## src/rtl/regfile_pkg.sv

```systemverilog
// Shared constants and enums for the register-file write sequencer/arbiter.
package regfile_pkg;
  localparam int ADDR_W = 5;
  localparam int DATA_W = 32;
  localparam int NREG   = 32;

  typedef enum logic { INIT = 1'b0, RUN = 1'b1 } state_t;
  typedef enum logic { ALU = 1'b0, MEM = 1'b1 } req_id_t;
endpackage

```

## src/rtl/rr_arb2.sv

```systemverilog
// 2-way round-robin arbiter (bit 0 = ALU, bit 1 = MEM); combinational grant.
// No backpressure of its own: en low forces no grant and freezes the pointer.
module rr_arb2
(
  input  logic       clk,
  input  logic       rst,
  input  logic [1:0] req,
  input  logic       en,
  output logic [1:0] gnt
);
  import regfile_pkg::*;

  req_id_t rr_last;

  always_comb begin
    gnt = 2'b00;
    if (en) begin
      if (req == 2'b11) gnt = (rr_last == MEM) ? 2'b01 : 2'b10;
      else              gnt = req;
    end
  end

  always_ff @(posedge clk or negedge rst) begin
    if (!rst)        rr_last <= MEM;
    else if (gnt[0]) rr_last <= ALU;
    else if (gnt[1]) rr_last <= MEM;
  end
endmodule

```

## src/rtl/regfile_wr_arbiter.sv

```systemverilog
// Clears the register file after reset, then arbitrates dbg > rr(alu, mem) onto its write port.
// Latency: accepted request appears on write port next cycle; losers see ready=0 and must hold.
module regfile_wr_arbiter #(
  parameter int DATA_W = regfile_pkg::DATA_W,
  parameter int ADDR_W = regfile_pkg::ADDR_W,
  parameter int NREG   = regfile_pkg::NREG
) (
  input  logic              clk,
  input  logic              rst,
  input  logic              alu_valid,
  output logic              alu_ready,
  input  logic [ADDR_W-1:0] alu_reg,
  input  logic [DATA_W-1:0] alu_data,
  input  logic              mem_valid,
  output logic              mem_ready,
  input  logic [ADDR_W-1:0] mem_reg,
  input  logic [DATA_W-1:0] mem_data,
  input  logic              dbg_valid,
  output logic              dbg_ready,
  input  logic [ADDR_W-1:0] dbg_reg,
  input  logic [DATA_W-1:0] dbg_data,
  output logic [ADDR_W-1:0] write_reg,
  output logic [DATA_W-1:0] write_data,
  output logic              RegWrite,
  output logic              init_done,
  output logic [15:0]       conflict_cnt
);
  import regfile_pkg::*;

  state_t            state, state_nxt;
  logic [ADDR_W-1:0] idx;
  logic              run, last_idx, xfer, contended;
  logic [1:0]        gnt;
  logic [ADDR_W-1:0] sel_reg;
  logic [DATA_W-1:0] sel_data;

  assign run      = (state == RUN);
  assign last_idx = (idx == ADDR_W'(NREG - 1));

  always_ff @(posedge clk or negedge rst) begin
    if (!rst) state <= INIT;
    else      state <= state_nxt;
  end

  always_comb begin
    state_nxt = state;
    if (state == INIT && last_idx) state_nxt = RUN;
  end

  rr_arb2 u_rr (
    .clk (clk),
    .rst (rst),
    .req ({mem_valid, alu_valid}),
    .en  (run && !dbg_valid),
    .gnt (gnt)
  );

  assign dbg_ready = run && dbg_valid;
  assign alu_ready = gnt[0];
  assign mem_ready = gnt[1];
  assign xfer      = dbg_ready || alu_ready || mem_ready;
  assign contended = run && ((dbg_valid && alu_valid) || (dbg_valid && mem_valid) ||
                             (alu_valid && mem_valid));

  always_comb begin
    sel_reg  = alu_reg;
    sel_data = alu_data;
    if (dbg_ready) begin
      sel_reg  = dbg_reg;
      sel_data = dbg_data;
    end else if (mem_ready) begin
      sel_reg  = mem_reg;
      sel_data = mem_data;
    end
  end

  // Register 0 is hardwired zero in the file: accept the transfer but never strobe it.
  always_ff @(posedge clk or negedge rst) begin
    if (!rst) begin
      idx        <= '0;
      write_reg  <= '0;
      write_data <= '0;
      RegWrite   <= 1'b0;
      init_done  <= 1'b0;
    end else if (!run) begin
      RegWrite   <= 1'b1;
      write_reg  <= idx;
      write_data <= '0;
      idx        <= idx + ADDR_W'(1);
      if (last_idx) init_done <= 1'b1;
    end else if (xfer && sel_reg != '0) begin
      RegWrite   <= 1'b1;
      write_reg  <= sel_reg;
      write_data <= sel_data;
    end else begin
      RegWrite   <= 1'b0;
    end
  end

  always_ff @(posedge clk or negedge rst) begin
    if (!rst)                                       conflict_cnt <= '0;
    else if (contended && conflict_cnt != 16'hFFFF) conflict_cnt <= conflict_cnt + 16'd1;
  end
endmodule

```

## config.mk

```make
export PLATFORM = sky130hd
export DESIGN_NAME = regfile_wr_arbiter
export DESIGN_NICKNAME = d
export VERILOG_FILES = /design/src/rtl/regfile_pkg.sv /design/src/rtl/rr_arb2.sv /design/src/rtl/regfile_wr_arbiter.sv
export SDC_FILE = /design/constraint.sdc
export NUM_CORES = 1
export LEC_CHECK = 0
export ABC_AREA = 1
export BUFFER_PORTS_ARGS = -buffer_cell sky130_fd_sc_hd__buf_2
export CAP_MARGIN = 20
export CORE_ASPECT_RATIO = 1.4
export CORE_MARGIN = 1
export CORE_UTILIZATION = 50
export DETAILED_ROUTE_END_ITERATION = 6
export GPL_TIMING_DRIVEN = 0
export PLACE_DENSITY_LB_ADDON = 0.12
export SLEW_MARGIN = 10
export SYNTH_ARGS = -nofsm -noshare
export SYNTH_HDL_FRONTEND = slang
export SYNTH_SLANG_ARGS = --single-unit
```

## constraint.sdc

```tcl
create_clock -name clk -period 5 [get_ports clk]
set_input_delay 0 -clock clk [delete_from_list [all_inputs] [get_ports clk]]
set_output_delay 0 -clock clk [all_outputs]
set_load 0.02 [all_outputs]
```

## Yosys cells after proc, flatten, opt, wreduce, memory -nomap -nowiden

Cells that the tools add are included.

| cells by class | value |
|---|---|
| add/subtract/negate cells | 2 |
| equality and inequality tests | 4 |
| muxes and demuxes | 15 |
| bitwise operators | 1 |
| reductions and logical operators | 17 |

Operators by type and width:

| kind | number |
|---|---|
| $mux W32 | 4 |
| $mux W5 | 4 |
| $add A16 B1 Y16 const B | 1 |
| $ne A16 B16 Y1 const B | 1 |
| $logic_and A1 B1 Y1 | 9 |
| $mux W2 | 3 |
| $add A5 B1 Y5 const B | 1 |
| $eq A5 B5 Y1 const B | 1 |
| $reduce_bool A5 Y1 | 1 |
| $logic_or A1 B1 Y1 | 4 |
| $mux W1 | 4 |
| $eq A2 B2 Y1 const B | 1 |
| $ne A2 B1 Y1 const B | 1 |
| $reduce_and A2 Y1 | 1 |
| $reduce_bool A2 Y1 | 1 |
| $logic_not A1 Y1 | 1 |
| $not A1 Y1 | 1 |

| word-level totals | value |
|---|---|
| bits in registers | 62 |
| bits of input ports | 116 |

## Logic depth before layout (Yosys ltp)

| logic depth | value |
|---|---|
| word-level depth | 9 |
| mapped depth | 14 |
| mapped depth without buffers | 11 |

## By module

Synthesis repeated with hierarchy kept, for this count alone.

| second synthesis, totals | value |
|---|---|
| cell total of the unflattened synthesis | 508 |
| area total of the unflattened synthesis | 3,691.0 sq um |

Modules (own cells, without submodules):

| module | times used | cells an instance | area an instance (sq um) | seq. area each (sq um) |
|---|---|---|---|---|
| regfile_wr_arbiter | 1 | 496 | 3,617.2 | 1,501.4 |
| rr_arb2 | 1 | 12 | 73.8 | 26.3 |

## Worst setup path before layout

No wires, ideal clock.

| timing path | value |
|---|---|
| kind | register to register |
| start | register state, in the netlist run |
| end | register write_data[10] |
| setup time | 0.117 ns |
| arrival | 1.793 ns |
| required time | 4.883 ns |
| slack | 3.090 ns |
| cell stages (with the launch flop) | 15 |
| buffers on the path | 3 |
| period minus slack after synthesis | 1.910 ns |
| path through | dfrtp_1 buf_6 inv_4 nor2_4 nand3_2 buf_6 nand2_1 nand3_1 nand2_2 nand3_2 o21bai_4 nand2_4 buf_2 nand2_1 nand2_1 |

| between the ends | value |
|---|---|
| cells in the longest elaborated chain, start to end | 7 |
| elaborated cells on any way between the ends | 14 |
| those cells by class | eq/ne (1); mux (7); reduce/logical (6) |

Ends and longest elaborated chain:

| what | RTL line | source |
|---|---|---|
| start: declaration | regfile_wr_arbiter.sv:30 | `state_t state, state_nxt;` |
| start signal: assignment | regfile_wr_arbiter.sv:42 | `else state <= state_nxt;` |
| $logic_and A1 B1 Y1 | regfile_wr_arbiter.sv:54 | `.en (run && !dbg_valid),` |
| $mux W2 | rr_arb2.sv:17 | `if (en) begin` |
| $mux W5 | regfile_wr_arbiter.sv:71 | `end else if (mem_ready) begin` |
| $mux W5 | regfile_wr_arbiter.sv:68 | `if (dbg_ready) begin` |
| $reduce_bool A5 Y1 | regfile_wr_arbiter.sv:91 | `end else if (xfer && sel_reg != '0) begin` |
| $logic_and A1 B1 Y1 | regfile_wr_arbiter.sv:91 |  |
| $ne A2 B1 Y1 (no line) | n/a |  |
| end signal: assignment | regfile_wr_arbiter.sv:94 | `write_data <= sel_data;` |
| end: declaration | regfile_wr_arbiter.sv:23 | `output logic [DATA_W-1:0] write_data,` |

Parallel ways exist; a longest one is shown, timed or not. The select of a mux whose other input is x is not followed.
A chain may end at the register's enable or synchronous reset.

## Worst setup path after layout

| timing path | value |
|---|---|
| start | register u_rr.rr_last |
| end | register write_data[29] |

| between the ends | value |
|---|---|
| cells in the longest elaborated chain, start to end | 8 |
| elaborated cells on any way between the ends | 14 |
| those cells by class | eq/ne (1); mux (9); reduce/logical (4) |

Ends and longest elaborated chain:

| what | RTL line | source |
|---|---|---|
| start: declaration | rr_arb2.sv:13 | `req_id_t rr_last;` |
| start signal: assignment | rr_arb2.sv:24 | `if (!rst) rr_last <= MEM;` |
| start signal: assignment | rr_arb2.sv:25 | `else if (gnt[0]) rr_last <= ALU;` |
| start signal: assignment | rr_arb2.sv:26 | `else if (gnt[1]) rr_last <= MEM;` |
| $mux W2 (*) (2 in series) | rr_arb2.sv:18 | `if (req == 2'b11) gnt = (rr_last == MEM) ? 2'b01 : 2'b10;` |
| $mux W2 (*) | rr_arb2.sv:17 |  |
| $mux W5 | regfile_wr_arbiter.sv:71 |  |
| $mux W5 | regfile_wr_arbiter.sv:68 |  |
| $reduce_bool A5 Y1 | regfile_wr_arbiter.sv:91 |  |
| $logic_and A1 B1 Y1 | regfile_wr_arbiter.sv:91 |  |
| $ne A2 B1 Y1 (no line) | n/a |  |

Mark *: on every way between the ends. The rest lies on a longest branch, timed or not. The select of a mux whose other input is x is not followed.

==> results.toml <==
[clock_network]
htree_num_levels = 3
post_cts_buffers = 0
cts_root_buf = "clkbuf_8"
clock_latency_ps = 340
cts_num_sinks = 61
cts_tree = "done"
clockBufferDepth = 2
cts_buffers = 9
cts.reportedPaths.clkPinSlew_ps = 70

[grt]
globalRouteTotalUtil_pct = 31.5
grt_overflow = 0
grt_max_degree = 62
antenna_found_initial = 0
grt_pass1_vias = 4321
grt.busiest_layer = "met2"
met2_usage_pct = 55.4
grtUsageMet1_pct = 34.9
grt_first_pass_wirelength_um = 19100
grt_use_met3_pct = 4.02

[route]
drtIter0Drc = 273
drc = 5
drt_pass1_iterations = 7
via_per_inst = 5.30
wl_per_cell_um = 14.5
wl_um = 11800
antenna_left = 0
vias = 4307

[setup_path]
crit_top_cell = "nand2_1"
endpoint_kind = "flip-flop"
crit-reg2reg-launch = "u_rr.rr_last"
crit_family = "buffers and inverters"
cp_max_fo = 10
crit_required_ps = 5290
rrSetupSlack_ps = 2530
critPathBufInv = 3
critPathMaxStageDelay_ps = 550
cpMaxStageDelayCell = "dlygate4sd3_1"
r2r_end = "write_data[29]"
cp-start-kind = "flip-flop"
rr_worst_depth = 9
path_class = "flip-flop to flip-flop"
worst_ep_arrival_time_ps = 2760
cp_cell_sequence = "nand2_1, nand3_2, buf_6, clkbuf_1, nand3_1, nand3_1, dlygate4sd3_1, nand2_1, nand2_1"

[yosys]
synth_top_area_share_pct = 39.3
synth_area_um2 = 3820
yosysWarnings = 0
ys_types = 32
ys.flop_type = "dfrtp_1"
syn-num-nets = 609
synth_area_leaders = "dfrtp_1 39%, nand2_1 17%, nand3_2 8.4%"
synth_seq_cells = 61
seq_area_frac_synth_pct = 40.0
synth_most_common_cell = "nand2_1"
async_flop_share_pct = 100
synth_largest_area_cell = "dfrtp_1"
synth_area_per_cell_um2 = 7.79
synth_edf_count = 0
synth_commonest_cells = "175 x nand2_1, 60 x dfrtp_1, 42 x nand3_1"
syn_inst = 490

[sta]
timing_worst_slew_pin_value_ps = 767
rsz0062_at_grt = "no"
whs_ps = 1.38
hold_viol = 0
fin_setup_tns_ps = 0
timing.final.ws_setup_ps = 2530
final-setup-viol-count = 0
fin_crit_ps = 2470
timing.fmax_ghz = 0.404
final.setup_skew_ps = 9.11
maxSlewHeadroom_pct = 48.8
period_share_pct = 49.5
drv_slew = 0

[min_path]
hold_path.class = "primary input to flip-flop"
worstHoldStart = "dbg_data[13]"
whs_endpoint = "write_data[13]"
hold-path-cell-count = 5

[die]
start_util_pct = 51.8
die_y_um = 105
row_count = 37
core_area_um2 = 7360
pin_count = 174
dieArea_um2 = 7990
die_w_um = 75.8

[cells_and_area]
top_regs = "write_data (32), conflict_cnt (16)"
stdcell_count = 812
area_growth_pct = 42.0
largest_register_ff_count = 32
nets = 829
max_flop_register = "write_data"
diodes = 0
layout-drive-gt1-share_pct = 34.5

[power_and_ir_drop]
p_int_uw = 1130
p_leak_uw = 0.00283
p_sw_share_pct = 34.6
vdd_drop_max_mv = 0.210
clkPwrFrac_pct = 31.6
p_sw_uw = 599
power_frac_seq_pct = 37.3
power_density_nw_per_um2 = 320
comb_power_share_pct = 31.1

[run_status]
failed_checks = "DRC"
status = "finished with violations"

[place]
place_ws_ps = 2890
portBuffers = 172
dp.cells = 759
place_hpwl_um = 8450
gp_congestion = 0.846

[flow_run]
maxCapViolCount = 0
## metal layers
metal  up-vias  wire [µm]  share of wire (%)
li1       2060          -                  -
met1      2009       4440                 38
met2       190       6300                 53
met3        48        544                4.6
met4         0        501                4.3
met5         -          0                  0
## worst max path at each step
stage,start,end,slack [ps],depth (start not counted)
after floorplan,run,write_data[10],3090,14
after global placement,run,write_data[26],2940,10
after detailed placement,u_rr.rr_last,write_data[17],2890,9
after CTS,u_rr.rr_last,write_data[29],2510,9
after global routing,u_rr.rr_last,write_data[29],2390,9
final,u_rr.rr_last,write_data[29],2530,9
## cell families (layout without fill, tap and decap cells)
logic type,Yosys count,count (layout),synth area share (%)
and+or+nand+nor,319,319,40.6
AOI/OAI and AO/OA,39,39,6.59
buffers and inverters,52,277,8.16
adders and majority gates,3,3,0.984
xor gates and xnor gates,16,16,3.67
DFF,61,61,40.0
## worst reg2reg max path: cells and delay by family, from the launching register on
family	cells	cell delay [ps]
buf+inv	3	1160
flops	1	540
simple gates	6	730
## cell usage in the layout (no fill, tap or decap), types with 4 or more instances in the layout
master / count
nand2_1: 175
buf_2: 175
dfrtp_1: 60
nand3_1: 42
dlygate4sd3_1: 37
nor2_1: 32
nand3_2: 32
o21ai_0: 20
inv_1: 19
nand4_1: 17
clkbuf_1: 15
xor2_1: 11
clkbuf_8: 10
o211ai_1: 9
o31ai_1: 8
nor3_1: 7
buf_6: 6
xnor2_1: 5
or2_2: 4
## cell type report
cell class / instances / area, µm²
buffer: 30 / 226
clock buffer: 10 / 138
clock inverter: 6 / 110
fill: 579 / 1940
inverter: 22 / 85.1
multi-input combinational: 377 / 1980
sequential: 61 / 1530
tap: 97 / 121
timing repair buffer: 209 / 1230
## stage by stage
step | utilization, % | total power, µW | cell area (µm²)
floorplan | - | 959 | 3820
global placement | 65.2 | 1140 | 4800
detailed placement | 65.2 | 1160 | 4800
CTS | 73.6 | 1740 | 5420
global route | 73.6 | 1820 | 5420
finish | 73.6 | 1730 | 5420
## power groups by stage
stage / Combinational [µW] / Sequential [µW] / Clock [µW]
final: 539 / 645 / 547
after global routing: 596 / 656 / 572
after CTS: 538 / 645 / 553
after detailed placement: 507 / 654 / 0
after global placement: 496 / 648 / 0
after floorplan: 220 / 739 / 0
## repair_timing
item	in CTS	in global routing
resized for setup	0	0
hold buffers	37	0
endpoints found under the hold margin	81	0
Power figures use the tool's default switching activity.
